**src/rtl/period_meter.sv**
```systemverilog
// period_meter: measures the period and high-phase length of a slow, asynchronous
// input in sysclk cycles. Completed periods are published into a held result
// register with a valid/acknowledge handshake, a sticky overrun flag and a stall flag.
module period_meter #(
  parameter int CNT_W   = 26,
  parameter int TIMEOUT = 50000000
) (
  input  logic             sysclk,
  input  logic             reset,
  input  logic             sig_in,
  input  logic             rd_ack,
  output logic [CNT_W-1:0] period,
  output logic [CNT_W-1:0] high_time,
  output logic             valid,
  output logic             overrun,
  output logic             stalled
);

  // FSM encoding
  localparam logic [1:0] ST_IDLE    = 2'd0;
  localparam logic [1:0] ST_MEASURE = 2'd1;
  localparam logic [1:0] ST_STALL   = 2'd2;

  // Last counter value before declaring a stall; TIMEOUT < 2^CNT_W keeps
  // the counter and counter+1 inside CNT_W bits.
  localparam logic [CNT_W-1:0] CNT_LAST = CNT_W'(TIMEOUT - 1);
  localparam logic [CNT_W-1:0] CNT_ZERO = {CNT_W{1'b0}};
  localparam logic [CNT_W-1:0] CNT_ONE  = {{(CNT_W-1){1'b0}}, 1'b1};

  // Synchronizer and edge-history flops
  logic sync1_q;
  logic sync2_q;
  logic hist_q;

  // Measurement state
  logic [1:0]       state_q,     state_d;
  logic [CNT_W-1:0] cnt_q,       cnt_d;
  logic [CNT_W-1:0] hi_cap_q,    hi_cap_d;

  // Published results and flags
  logic [CNT_W-1:0] period_q,    period_d;
  logic [CNT_W-1:0] high_time_q, high_time_d;
  logic             valid_q,     valid_d;
  logic             overrun_q,   overrun_d;
  logic             stalled_q,   stalled_d;

  // Edge strobes and helpers
  logic             rise_s;
  logic             fall_s;
  logic             period_done_s;
  logic [CNT_W-1:0] cnt_plus1_s;

  // Bring sig_in into the sysclk domain and keep one cycle of history.
  always_ff @(posedge sysclk) begin
    if (reset) begin
      sync1_q <= 1'b0;
      sync2_q <= 1'b0;
      hist_q  <= 1'b0;
    end else begin
      sync1_q <= sig_in;
      sync2_q <= sync1_q;
      hist_q  <= sync2_q;
    end
  end

  // Edge detection on the synchronized signal.
  always_comb begin
    rise_s        = sync2_q & ~hist_q;
    fall_s        = ~sync2_q & hist_q;
    cnt_plus1_s   = cnt_q + CNT_ONE;
    period_done_s = (state_q == ST_MEASURE) && rise_s;
  end

  // Measurement FSM: counter, high-phase capture and stall detection.
  always_comb begin
    state_d   = state_q;
    cnt_d     = cnt_q;
    hi_cap_d  = hi_cap_q;
    stalled_d = stalled_q;
    case (state_q)
      ST_IDLE: begin
        // Counter stays at zero until the first rise starts a measurement.
        cnt_d = CNT_ZERO;
        if (rise_s) begin
          state_d = ST_MEASURE;
        end else begin
          state_d = ST_IDLE;
        end
      end
      ST_MEASURE: begin
        if (rise_s) begin
          // Period boundary: restart counting for the next period.
          cnt_d   = CNT_ZERO;
          state_d = ST_MEASURE;
        end else if (cnt_q == CNT_LAST) begin
          // No rise for TIMEOUT cycles: freeze the counter and flag a stall.
          cnt_d     = cnt_q;
          state_d   = ST_STALL;
          stalled_d = 1'b1;
        end else begin
          cnt_d   = cnt_plus1_s;
          state_d = ST_MEASURE;
        end
        // A fall closes the high phase of the current period.
        if (fall_s) begin
          hi_cap_d = cnt_plus1_s;
        end else begin
          hi_cap_d = hi_cap_q;
        end
      end
      ST_STALL: begin
        if (rise_s) begin
          // Resume measuring; the stalled partial period is discarded.
          cnt_d     = CNT_ZERO;
          state_d   = ST_MEASURE;
          stalled_d = 1'b0;
        end else begin
          cnt_d     = cnt_q;
          state_d   = ST_STALL;
          stalled_d = 1'b1;
        end
      end
      default: begin
        state_d   = ST_IDLE;
        cnt_d     = CNT_ZERO;
        stalled_d = 1'b0;
      end
    endcase
  end

  // Result publication with valid/acknowledge handshake and overrun flag.
  always_comb begin
    period_d    = period_q;
    high_time_d = high_time_q;
    valid_d     = valid_q;
    overrun_d   = overrun_q;
    if (period_done_s) begin
      if (!valid_q || rd_ack) begin
        // Slot free, or being freed this very cycle: publish the new period.
        period_d    = cnt_plus1_s;
        high_time_d = hi_cap_q;
        valid_d     = 1'b1;
      end else begin
        // Consumer has not taken the previous result: drop this one.
        overrun_d = 1'b1;
      end
    end else if (valid_q && rd_ack) begin
      valid_d = 1'b0;
    end else begin
      valid_d = valid_q;
    end
  end

  // State and output registers.
  always_ff @(posedge sysclk) begin
    if (reset) begin
      state_q     <= ST_IDLE;
      cnt_q       <= CNT_ZERO;
      hi_cap_q    <= CNT_ZERO;
      period_q    <= CNT_ZERO;
      high_time_q <= CNT_ZERO;
      valid_q     <= 1'b0;
      overrun_q   <= 1'b0;
      stalled_q   <= 1'b0;
    end else begin
      state_q     <= state_d;
      cnt_q       <= cnt_d;
      hi_cap_q    <= hi_cap_d;
      period_q    <= period_d;
      high_time_q <= high_time_d;
      valid_q     <= valid_d;
      overrun_q   <= overrun_d;
      stalled_q   <= stalled_d;
    end
  end

  assign period    = period_q;
  assign high_time = high_time_q;
  assign valid     = valid_q;
  assign overrun   = overrun_q;
  assign stalled   = stalled_q;

endmodule

```
**config.mk**
```make
export PLATFORM = sky130hd
export DESIGN_NAME = period_meter
export DESIGN_NICKNAME = d
export VERILOG_FILES = /design/src/rtl/period_meter.sv
export SDC_FILE = /design/constraint.sdc
export NUM_CORES = 1
export LEC_CHECK = 0
export BUFFER_PORTS_ARGS = -buffer_cell sky130_fd_sc_hd__buf_2
export CAP_MARGIN = 5
export CORE_ASPECT_RATIO = 1.2
export CORE_MARGIN = 10
export CORE_UTILIZATION = 60
export CTS_BUF_LIST = sky130_fd_sc_hd__clkbuf_4
export CTS_CLUSTER_SIZE = 8
export DETAILED_ROUTE_END_ITERATION = 12
export PLACE_DENSITY = 0.84
export SYNTH_ARGS = -nofsm -noshare
export SYNTH_HDL_FRONTEND = slang
export SYNTH_SLANG_ARGS = --single-unit
export TNS_END_PERCENT = 5
```
**constraint.sdc**
```tcl
create_clock -name sysclk -period 2.58 [get_ports sysclk]
set_input_delay 0.774 -clock sysclk [delete_from_list [all_inputs] [get_ports sysclk]]
set_output_delay 0.774 -clock sysclk [all_outputs]
set_load 0.05 [all_outputs]
```
==> run summary <==
worst-margin pin slew - 0.603 ns
Initial Util - 60.7%
clock root buffer - clkbuf_4
unrepaired setup endpoints after global routing - false
status - completed
hold crit path type - register to register
area taken by multi-input logic gates - 2180 um^2
antenna diode count - 0
Synth cell types - 52
ys async rst share - 0%
Hold Path Depth - 2
Synth Area in XOR/XNOR - 3.97%
Post-Synthesis Cells - 526
synth warn - 0
Syn Area/Cell - 8.80 um^2
Register Area - 2240 um^2
final-report max-slew violation count - 0
Slew HR - 59.5%
Net Count, Synth - 535
largest net degree at the start of global routing - 76
Die ar. - 11600 um^2
Max Clk Rate - 0.415 GHz
Bufs on Longest Clock Path - 2
Crit Path Class - register to register
wire per inst - 16.4 um
Placer Congestion - 0.916
Final Cycle Share - 93.5%
pre-CTS setup slack - 0.186 ns
most used flip-flop cell after synthesis - dfxtp_1
Cell Pwr Density - 529 nW/um^2
Hold Fails Final Rpt - 0
clk_lat worst skew - 0.46 ns
Synth Area in Compound Gates - 19.1%
register area share after synthesis - 48.4%
synthesis-stage register bit count - 112
worst r2r src - cnt_q[0]
clk_skew - 0.0167 ns
CP delay by family, top - simple AND/OR/NAND/NOR gates
final antenna-violating net count - 0
fill count - 662
I/O Pins - 59
via-per-instance ratio - 5.95
final setup margin - 0.168 ns
Buf/Inv on CP - 0
Post-synth EDFFs - 0
Slowest Stage Delay on Critical Path - 0.68 ns
initial antenna violation count - 0
Total GRT Usage - 18.6%
Max IR drop VDD - 473 uV
largest family of logic cells by synthesized area - simple AND/OR/NAND/NOR gates
commonest cells in the netlist - dfxtp_1 (112), nor2_1 (72), nand2_1 (68)
R2R setup slack - 0.17 ns
post-cts gate resize count - 0
top cell type's share of synthesized area - 48.4%
Required @ worst endpoint - 2.94 ns
leakage - 1.86 nW
area delta synth->final - 10.2%
max-cap violations - 0
H-tree Lvls - 3
post-route setup TNS - 0 ns
total CTS buffers - 9
post-synthesis mux area share - 0.676%
CTS tree - done
Post-DP HPWL - 8050 um
core box area - 7620 um^2
reg2reg end - cnt_q[20]
critical path, cell by cell - ha_1 > nand3_1 > or4_1 > nor3_4 > nor4b_1 > a221o_1
vias in the first global route - 3578
Hold EP - high_time[7]
GR Overflow Total - 0
Hold Startpoint - hi_cap_q[7]
Critical Path Start Type - register
leading area contributor after synthesis - dfxtp_1
DRT iter0 DRCs - 330
Post-Synth Adder-Cell Area - 1.35%
port bufs - 58
Die Y - 116 um
largest cells by area after synthesis - dfxtp_1 (48%), a211oi_1 (7.8%), nor2_1 (5.8%)
via count - 3946
Cell Area, Synth - 4630 um^2
Worst R2R Path Depth - 6
# rows - 35
worst hold slack - 0.453 ns
critical path endpoint category - register
final setup violation count - 0
Critical Path Fanout Max - 6
Synth Area in Simple Gates - 21.7%
arrival time at the worst endpoint - 2.78 ns
Final min period - 2.41 ns
first-pass GRT wire length - 17800 um
layout cells sized above 1 - 17.3%
Hold Buf Count CTS - 0
slowest stage cell, crit path - or4_1
Post-Route WL - 10900 um
Net count, final - 575
clock sink total - 112
top-count cell post-synth - dfxtp_1
Die Wd - 100 um
Residual DRC - 0
Clock transition at path regs - 0.18 ns
Post-CTS Setup Bufs - 0
DRT Pass-1 Iters - 5
-- worst min-delay path: cells and delay by family, from the launching register on --
kind	cells	cell delay [ns]
AOI/OAI and AO/OA	1	0.05
and+or+nand+nor	1	0.05
DFF	1	0.35
-- cell type report --
cell class	count	share of cell area, %
flip-flops and latches	112	44.0
multi-input cells	364	42.8
repair buffers	69	7.56
well taps	92	2.26
clock buffers	10	1.47
clock inverters	6	1.18
inverters	10	0.736
-- placed cells by master, fill, tap and decap left out, drive strengths merged, types with 2 or more instances in the layout --
cell	Yosys	final
nor3	9	9
a31o	2	2
and3	4	4
buf	9	69
nor4	9	9
nand2	68	68
o31ai	8	8
a221o	4	4
o2bb2ai	9	9
nor2	72	72
clkinv	0	2
nand4	12	12
mux2i	2	2
a31oi	4	4
ha	5	5
o21ai	5	5
a21oi	31	31
dfxtp	112	112
inv	10	14
a22o	2	2
a211oi	48	48
xor2	14	14
nand3	14	14
nand2b	3	3
nor4b	3	3
nor2b	5	5
o21a	2	2
clkbuf	31	10
a21o	2	2
and4	3	3
xnor2	7	7
and2	5	5
-- worst max path at each step --
stage	startpoint	to	slack [ns]	cells past startpoint
3_3_place_gp	cnt_q[0]	cnt_q[20]	0.27	6
6_report	cnt_q[0]	cnt_q[20]	0.17	6
2_1_floorplan	cnt_q[15]	cnt_q[19]	0.66	8
3_5_place_dp	cnt_q[0]	period[22]	0.19	6
5_1_grt	cnt_q[0]	hi_cap_q[22]	0.02	6
4_1_cts	cnt_q[0]	period[20]	0.16	6
-- routing by layer --
metal  global-route usage, %  part of all wire, %
met5                       0                    0
met4                    6.79                  2.0
met3                    4.62                  6.6
met2                    30.8                   48
met1                    22.9                   43
-- metrics by stage --
step	power, mW	cells	utilization, %	cell area, um^2
6_report	2.70	663	66.9	5100
3_3_place_gp	1.88	647	65.2	4960
2_1_floorplan	1.86	526	-	4630
5_1_grt	2.79	663	66.9	5100
3_5_place_dp	1.89	647	65.2	4960
4_1_cts	2.71	663	66.9	5100
-- registers in the layout, indices dropped and copies added (netlist names) --
register	flops
sync1_q	1
stalled	1
sync2_q	1
overrun	1
valid	1
high_time	26
state_q	2
period	26
hi_cap_q	26
cnt_q	26
hist_q	1
-- cells by family (layout without fill, tap and decap cells) --
group	count (synthesis)	after routing
fa+ha+maj	5	5
xor+xnor	21	21
flops	112	112
compound gates	123	123
simple gates	212	212
buf+inv	50	95
mux	3	3
-- power breakdown --
group | internal, mW | switching (mW) | total [mW]
logic | 0.0272 | 0.0753 | 0.103
registers | 1.74 | 0.00668 | 1.75
clock network | 0.238 | 0.610 | 0.847
Power figures use the tool's default switching activity.
